--- config.mk ---
export PLATFORM = sky130hd
export DESIGN_NAME = csb_arbiter
export DESIGN_NICKNAME = d
export VERILOG_FILES = /design/src/rtl/csb_pkg.sv /design/src/rtl/rr_arbiter.sv /design/src/rtl/csb_arbiter.sv
export SDC_FILE = /design/constraint.sdc
export NUM_CORES = 1
export LEC_CHECK = 0
export ABC_AREA = 1
export CORE_UTILIZATION = 44
export CTS_CLUSTER_SIZE = 25
export DETAILED_ROUTE_END_ITERATION = 6
export PLACE_DENSITY = 0.86
export SYNTH_ARGS = -nofsm -noshare
export SYNTH_HDL_FRONTEND = slang
export SYNTH_SLANG_ARGS = --single-unit
export TNS_END_PERCENT = 1
--- constraint.sdc ---
create_clock -name clk -period 3.4 [get_ports clk]
set_clock_uncertainty 0.1 [all_clocks]
set_input_delay 0.68 -clock clk [delete_from_list [all_inputs] [get_ports clk]]
set_output_delay 0.68 -clock clk [all_outputs]
set_load 0.01 [all_outputs]
--- src/rtl/csb_pkg.sv ---
// rtl/csb_pkg.sv - shared types and constants for the CSB requester arbiter
package csb_pkg;

    typedef enum logic [1:0] {
        IDLE     = 2'd0,
        ISSUE    = 2'd1,
        WAIT_RSP = 2'd2,
        RESPOND  = 2'd3
    } csb_arb_state_e;

    typedef struct packed {
        logic [15:0] addr;
        logic [31:0] wdat;
        logic        write;
        logic        nposted;
    } csb_req_t;

    localparam logic [31:0] CSB_ERR_DATA = 32'h0;

endpackage

--- src/rtl/rr_arbiter.sv ---
// rtl/rr_arbiter.sv - combinational round-robin pick starting after the last winner
module rr_arbiter #(
    parameter int N = 2,
    localparam int IW = (N > 1) ? $clog2(N) : 1
) (
    input  logic [N-1:0]  req,
    input  logic [IW-1:0] last,
    output logic [N-1:0]  gnt,
    output logic [IW-1:0] gnt_idx,
    output logic          any
);

    logic [IW:0] idx;
    logic        found;

    // Scan last+1, last+2, ... wrapping modulo N; first requester seen wins.
    always_comb begin
        gnt     = '0;
        gnt_idx = '0;
        found   = 1'b0;
        idx     = '0;
        for (int k = 1; k <= N; k++) begin
            idx = {1'b0, last} + (IW+1)'(k);
            if (idx >= (IW+1)'(N)) begin
                idx = idx - (IW+1)'(N);
            end
            if (!found && req[idx[IW-1:0]]) begin
                found              = 1'b1;
                gnt[idx[IW-1:0]]   = 1'b1;
                gnt_idx            = idx[IW-1:0];
            end
        end
        any = found;
    end

endmodule

--- src/rtl/csb_arbiter.sv ---
// rtl/csb_arbiter.sv - shares one CSB target among N_REQ requesters with response timeout
module csb_arbiter
    import csb_pkg::*;
#(
    parameter int N_REQ       = 2,
    parameter int TIMEOUT     = 1024,
    parameter bit POSTED_WAIT = 1'b1
) (
    input  logic                   clk,
    input  logic                   rst_n,
    input  logic [N_REQ-1:0]       req_valid_i,
    output logic [N_REQ-1:0]       req_ready_o,
    input  logic [N_REQ-1:0][15:0] req_addr_i,
    input  logic [N_REQ-1:0][31:0] req_wdat_i,
    input  logic [N_REQ-1:0]       req_write_i,
    input  logic [N_REQ-1:0]       req_nposted_i,
    output logic [N_REQ-1:0]       rsp_r_valid_o,
    output logic [N_REQ-1:0]       rsp_wr_complete_o,
    output logic [31:0]            rsp_r_data_o,
    output logic                   rsp_err_o,
    output logic                   csb_valid_o,
    input  logic                   csb_ready_i,
    output logic [15:0]            csb_addr_o,
    output logic [31:0]            csb_wdat_o,
    output logic                   csb_write_o,
    output logic                   csb_nposted_o,
    input  logic                   csb_r_valid_i,
    input  logic [31:0]            csb_r_data_i,
    input  logic                   csb_wr_complete_i
);

    localparam int IW = $clog2(N_REQ);
    localparam int CW = $clog2(TIMEOUT) + 1;
    localparam logic [CW-1:0] TMO_LAST = CW'(TIMEOUT - 1);

    csb_arb_state_e state, state_nxt;

    logic [N_REQ-1:0] gnt;
    logic [IW-1:0]    gnt_idx;
    logic             gnt_any;
    logic [IW-1:0]    last_grant;
    logic [IW-1:0]    cur_g;
    csb_req_t         cur_req;
    logic [CW-1:0]    tmo_cnt;
    logic [31:0]      rsp_data;
    logic             rsp_err;
    logic [N_REQ-1:0] g_onehot;
    logic             posted_done;
    logic             rsp_hit;
    logic             tmo_hit;

    rr_arbiter #(.N(N_REQ)) u_rr (
        .req     (req_valid_i),
        .last    (last_grant),
        .gnt     (gnt),
        .gnt_idx (gnt_idx),
        .any     (gnt_any)
    );

    assign g_onehot    = N_REQ'(1) << cur_g;
    assign posted_done = cur_req.write && !cur_req.nposted && !POSTED_WAIT;
    assign rsp_hit     = cur_req.write ? csb_wr_complete_i : csb_r_valid_i;
    assign tmo_hit     = (tmo_cnt >= TMO_LAST);

    always_ff @(posedge clk or negedge rst_n) begin
        if (!rst_n) begin
            state <= IDLE;
        end else begin
            state <= state_nxt;
        end
    end

    always_comb begin
        state_nxt = state;
        unique case (state)
            IDLE:     if (gnt_any) state_nxt = ISSUE;
            ISSUE:    if (csb_ready_i) state_nxt = posted_done ? IDLE : WAIT_RSP;
            WAIT_RSP: if (rsp_hit || tmo_hit) state_nxt = RESPOND;
            RESPOND:  state_nxt = IDLE;
            default:  state_nxt = IDLE;
        endcase
    end

    // The grant is gated by rst_n so no accept pulse leaks out while reset is held.
    always_comb begin
        req_ready_o       = '0;
        csb_valid_o       = 1'b0;
        rsp_r_valid_o     = '0;
        rsp_wr_complete_o = '0;
        unique case (state)
            IDLE:    if (rst_n) req_ready_o = gnt;
            ISSUE:   csb_valid_o = 1'b1;
            RESPOND: begin
                if (cur_req.write) rsp_wr_complete_o = g_onehot;
                else               rsp_r_valid_o     = g_onehot;
            end
            default: ;
        endcase
    end

    always_ff @(posedge clk or negedge rst_n) begin
        if (!rst_n) begin
            last_grant <= IW'(N_REQ - 1);
            cur_g      <= '0;
            cur_req    <= '0;
            tmo_cnt    <= '0;
            rsp_data   <= '0;
            rsp_err    <= 1'b0;
        end else begin
            if (state == IDLE && gnt_any) begin
                cur_g      <= gnt_idx;
                last_grant <= gnt_idx;
                cur_req    <= '{addr:    req_addr_i[gnt_idx],
                                wdat:    req_wdat_i[gnt_idx],
                                write:   req_write_i[gnt_idx],
                                nposted: req_nposted_i[gnt_idx]};
            end
            if (state == ISSUE && csb_ready_i) begin
                tmo_cnt <= '0;
            end else if (state == WAIT_RSP && tmo_cnt != {CW{1'b1}}) begin
                tmo_cnt <= tmo_cnt + CW'(1);
            end
            // A real response seen on the last counted cycle still beats the timeout.
            if (state == WAIT_RSP) begin
                if (rsp_hit) begin
                    rsp_err <= 1'b0;
                    if (!cur_req.write) rsp_data <= csb_r_data_i;
                end else if (tmo_hit) begin
                    rsp_err  <= 1'b1;
                    rsp_data <= CSB_ERR_DATA;
                end
            end
        end
    end

    assign csb_addr_o    = cur_req.addr;
    assign csb_wdat_o    = cur_req.wdat;
    assign csb_write_o   = cur_req.write;
    assign csb_nposted_o = cur_req.nposted;
    assign rsp_r_data_o  = rsp_data;
    assign rsp_err_o     = rsp_err;

endmodule

# After elaboration in Yosys (flattened, before gate mapping)
# Index checks and enable logic that the tools add are counted.
[classes]
n_addsub = 5
order_cmp = 8
eq_ne = 8
shifts = 1
muxes = 43
bitwise = 1
n_reduce_logical = 14
[ops]
columns = ["cell", "count"]
rows = [
  ["$mux 32", 5],
  ["$mux 16", 2],
  ["$mux 11", 2],
  ["$mux 2", 11],
  ["$mux 1", 20],
  ["$add 11x1->11 const B", 1],
  ["$ge 11x10->1 const B", 1],
  ["$ne 11x11->1 const B", 1],
  ["$ne 2x2->1 const B", 4],
  ["$pmux 2 s4", 1],
  ["$logic_and 1x1->1", 6],
  ["$lt 1x2->1 const B", 3],
  ["$reduce_and 3->1", 2],
  ["$eq 2x2->1 const B", 2],
  ["$ge 2x2->1 const B", 2],
  ["$reduce_bool 2->1", 2],
  ["$add 1x1->2 const B", 1],
  ["$add 1x2->2 const B", 1],
  ["$demux 1 s1", 2],
  ["$eq 2x1->1 const B", 1],
  ["$ge 1x1->1 const B", 2],
  ["$logic_not 2->1", 1],
  ["$or 2x2->2", 1],
  ["$reduce_and 2->1", 1],
  ["other kinds (4)", 5],
]
[word_totals]
register_bits = 98
in_bits = 139
output_inout_bits = 90

# Longest topological paths before layout
[depth]
depth_word = 12
ltp_mapped = 9
ltp_nobuf = 9

# By module
# Synthesis repeated with hierarchy kept, for this count alone.
[hier_totals]
hier_cells = 563
area_unflattened_um2 = 4611.9
[modules_own_cells]
columns = ["module", "instances", "cells_per_inst", "area_each_um2", "seq_area_each_um2"]
rows = [
  ["csb_arbiter", 1, 556, 4581.9, 2453.6],
  ["rr_arbiter", 1, 7, 30.0, 0.0],
]

# Worst setup path before layout
# No wires, ideal clock.
[synth_path]
kind = "in2out"
from = "input req_valid_i[1]"
to = "output req_ready_o[1]"
arrival_ps = 1338
t_required_ps = 2620
path_slack_ps = 1282
path_stages = 4
path_buffers = 2
cell_sequence = "buf_2 -> nand2_1 -> clkbuf_1 -> nor2_1"
[synth_via]
elab_chain_len = 8
[synth_rtl]
columns = ["element", "line_no", "text"]
rows = [
  ["from (decl)", "csb_arbiter.sv:11", "input logic [N_REQ-1:0] req_valid_i,"],
  ["$mux 1 (implied by the code) (2 in series)", "rr_arbiter.sv:27", "if (!found && req[idx[IW-1:0]]) begin"],
  ["$mux 1", "rr_arbiter.sv:27", ""],
  ["$logic_not 1->1", "rr_arbiter.sv:27", ""],
  ["$logic_and 1x1->1", "rr_arbiter.sv:27", ""],
  ["$mux 2 (*)", "rr_arbiter.sv:27", ""],
  ["$mux 2 (*)", "csb_arbiter.sv:91", "IDLE: if (rst_n) req_ready_o = gnt;"],
  ["$mux 2 (*)", "csb_arbiter.sv:90", "unique case (state)"],
  ["to (decl)", "csb_arbiter.sv:12", "output logic [N_REQ-1:0] req_ready_o,"],
]
# Mark *: on every way between the ends. The rest lies on a longest branch, timed or not. The select of a mux whose other input is x is not followed.

# Worst setup path after layout
[layout_path]
from = "register state[0]"
to = "output req_ready_o[0]"
[layout_via]
elab_chain_len = 2
[layout_rtl]
columns = ["element", "line_no", "text"]
rows = [
  ["from (decl)", "csb_arbiter.sv:36", "csb_arb_state_e state, state_nxt;"],
  ["from (signal assigned)", "csb_arbiter.sv:69", "state <= state_nxt;"],
  ["$logic_not 2->1", "csb_arbiter.sv:90", ""],
  ["$mux 2", "csb_arbiter.sv:90", ""],
]
# No other way between the ends.

==> run metrics <==
Max stage delay cell, worst path clkdlybuf4s50_1; total congestion overflow 0; placed inst area 7017 µm²; Die Area ~11,000 µm²; Reg power frac a little over a third; clock power share a little over an eighth; endpoint class of the critical path output pin; drt pass-1 iters 4; #FFs+latches synth approximately 100; worst-path maximum fanout 5; Fill cells slightly above 800; Clock transition at path regs ~0.10 ns; Total Power Consumption 0.005733 W; post-synthesis sequential area ratio between 50% and 60%; max incr delay on CP around 0.55 ns; Final setup viols 0; antenna violations before repair 1; worst-skew pair later-pin latency 0.37 ns; die width approximately 110 µm; Slew @ Worst Pin roughly 0.94 ns; Placer Congestion 0.8222; CTS buffer count 9; Post-CTS Setup Bufs 0; critical path's top delay family buffers and inverters; core area ~10,000 µm²; crit path launch state[0]$_DFFE_PN0P_; io pins 229; pin count of the biggest net entering global routing 74; fin crit share approximately 82%; Post-DP HPWL between 10,000 and 15,000 µm; # diodes 0; CTS root buf clkbuf_8; slew margin rel. 37.37%; Worst Path Required between 2 and 3 ns; Achievable Freq between 300 and 400 MHz; Syn Std Cell Area approximately 4700 µm²; Pwr per Cell Area about 790 nW/µm²; Hold Fails Final Rpt 0; total of max-cap violations 0; CTS sink cnt 98; Die Ht approximately 110 µm; Layout area overhead 52.40%; net count reported at finish roughly 920; routed vias/inst 5.162; Critical Path AT roughly 2.0 ns; critical path cell sequence inv_1 > ha_1 > nand3_1 > a21oi_1 > clkdlybuf4s50_1; Vias around 4,700; Resize count post-CTS 0; WP buf/inv 2; Final Max Tran Viols 0; Tmin final 2.797 ns; CP Class reg2out; CTS tree done; RSZ-0062 raised after global routing false; H-tree depth 3; Total GRT Usage between 20% and 30%; row count 37; PortBufs about 230; setup TNS 0 ns; status finished clean; Critical Path Source Type flop; Residual DRC 0; Total Wirelength ~14,000 µm; Avg Inst Size Synth ~8.4 µm²; Longest Clk Path Bufs 2; combinational share of power about half; synth warn 0; Net Sw Frac roughly two fifths; WL per Instance between 15 and 20 µm; Final ANT Viol Nets 0; Leak approximately 3.2 nW; share of layout cells above drive strength 1 under 10%; initial core utilization 45.68%; vias in the first global route between 4,000 and 5,000; Design Area, Final ~7200 µm²; Synth Instances between 500 and 600; syn nets about 710; Hold Path Class in2async; worst r2r src state[0]$_DFFE_PN0P_; hold_buf cts 0; Synth cell types 29; Net Sw Power 0.002235 W; internal power roughly 0.0035 W; first-pass GRT wire length 22,400 µm; peak supply drop ~0.00042 V; initial DRC count approximately 300
## metrics by stage
step / worst slack (ns) / utilization, % / hold WS, ns / instances
2_1_floorplan: 1.282 / - / 0.2844 / 565
3_3_place_gp: 0.6862 / 67.66 / 0.3524 / 898
3_5_place_dp: 0.6686 / 67.66 / 0.3593 / 898
4_1_cts: 0.6155 / 69.62 / 0.2395 / 914
5_1_grt: 0.4931 / 69.62 / 0.2456 / 914
6_report: 0.6032 / 69.62 / 0.2263 / 914
## worst reg2reg max path, cell delays in order, from the launching register on
cell,delay (ns)
dfrtp_1,0.44
inv_1,0.10
ha_1,0.30
inv_1,0.13
nor2_4,0.37
buf_4,0.37
nor2_1,0.07
a31oi_1,0.16
## cell usage after synthesis, drive strengths merged
| cell type | count | area (µm²) |
|---|---|---|
| nand3 | 96 | 508.0 |
| nand2 | 162 | 639.4 |
| nand4 | 3 | 18.77 |
| o21ai | 4 | 23.77 |
| a22oi | 1 | 7.510 |
| nor2 | 69 | 274.0 |
| dfrtp | 97 | 2427 |
| inv | 22 | 82.58 |
| bufbuf | 1 | 32.53 |
| clkbuf | 18 | 67.56 |
| xor2 | 6 | 52.55 |
| nor3 | 6 | 30.03 |
| buf | 20 | 147.6 |
| a21oi | 4 | 23.77 |
| a31oi | 50 | 312.8 |
| dfstp | 1 | 26.28 |
| ha | 5 | 62.56 |
## flip-flops by register name, summed over array words and instances, names as in the netlist
name and flops:
rsp_err_o 1, csb_addr_o 16, tmo_cnt 11, state 2
cur_g 1, csb_wdat_o 32, csb_write_o 1, rsp_r_data_o 32
csb_nposted_o 1, last_grant 1
## worst paths after layout
| kind | slack (ns) | depth (start not counted) | endpoint |
|---|---|---|---|
| max | 0.60 | 5 | req_ready_o[0] |
| min | 0.23 | 2 | csb_wdat_o[2]$_DFFE_PN0P_ |
| max reg2reg | 1.28 | 7 | csb_addr_o[11]$_DFFE_PN0P_ |
| min reg2reg | 0.38 | 2 | rsp_r_data_o[31]$_DFFE_PN0P_ |
| max in group asynchronous | 1.72 | 3 | csb_addr_o[1]$_DFFE_PN0P_ |
| min in group clk | 0.38 | 2 | rsp_r_data_o[31]$_DFFE_PN0P_ |
## area by class of cell
type	instances	area, µm²	area share (%)
Clock buffer	10	127.6	1.768
Sequential cell	98	2454	33.99
Tap cell	136	170.2	2.357
Multi-Input combinational cell	406	1963	27.19
Inverter	22	82.58	1.144
Clock inverter	6	75.07	1.040
Timing Repair Buffer	236	2347	32.51
## logic make-up after synthesis
logic type	Yosys count	synth area share, %
AOI/OAI and AO/OA	59	7.765
xor gates and xnor gates	6	1.109
adders and majority gates	5	1.321
buffers and inverters	61	6.973
DFF	98	51.80
and+or+nand+nor	336	31.04
## power by group through the flow
| stage | clock network [W] | registers (W) | logic [W] |
|---|---|---|---|
| final | 0.000783 | 0.00204 | 0.00291 |
| after global routing | 0.000848 | 0.00211 | 0.00317 |
| after CTS | 0.000802 | 0.00205 | 0.00293 |
| after detailed placement | 0 | 0.00207 | 0.00291 |
| after global placement | 0 | 0.00204 | 0.00282 |
| after floorplan | 0 | 0.00223 | 0.00134 |
## routing by layer
metal,vias up,wire length (µm),GRT usage [%]
met5,-,10,0
met4,2,310,8.829
met3,27,1231,8.905
met2,192,6929,43.98
met1,2210,5569,29.14
li1,2287,-,-
## placed cells by master (no fill, tap or decap), drive strengths merged
cell           Yosys  layout
o21ai              4       4
ha                 5       5
a31oi             50      50
a22oi              1       1
a21oi              4       4
clkdlybuf4s50      0     226
dfstp              1       1
nand4              3       3
xor2               6       6
bufinv             0       1
clkinvlp           0       1
nor2              69      69
clkbuf            18      10
dfrtp             97      97
buf               20      10
clkinv             0       2
inv               22      24
nand3             96      96
nand2            162     162
nor3               6       6
Power figures use the tool's default switching activity.
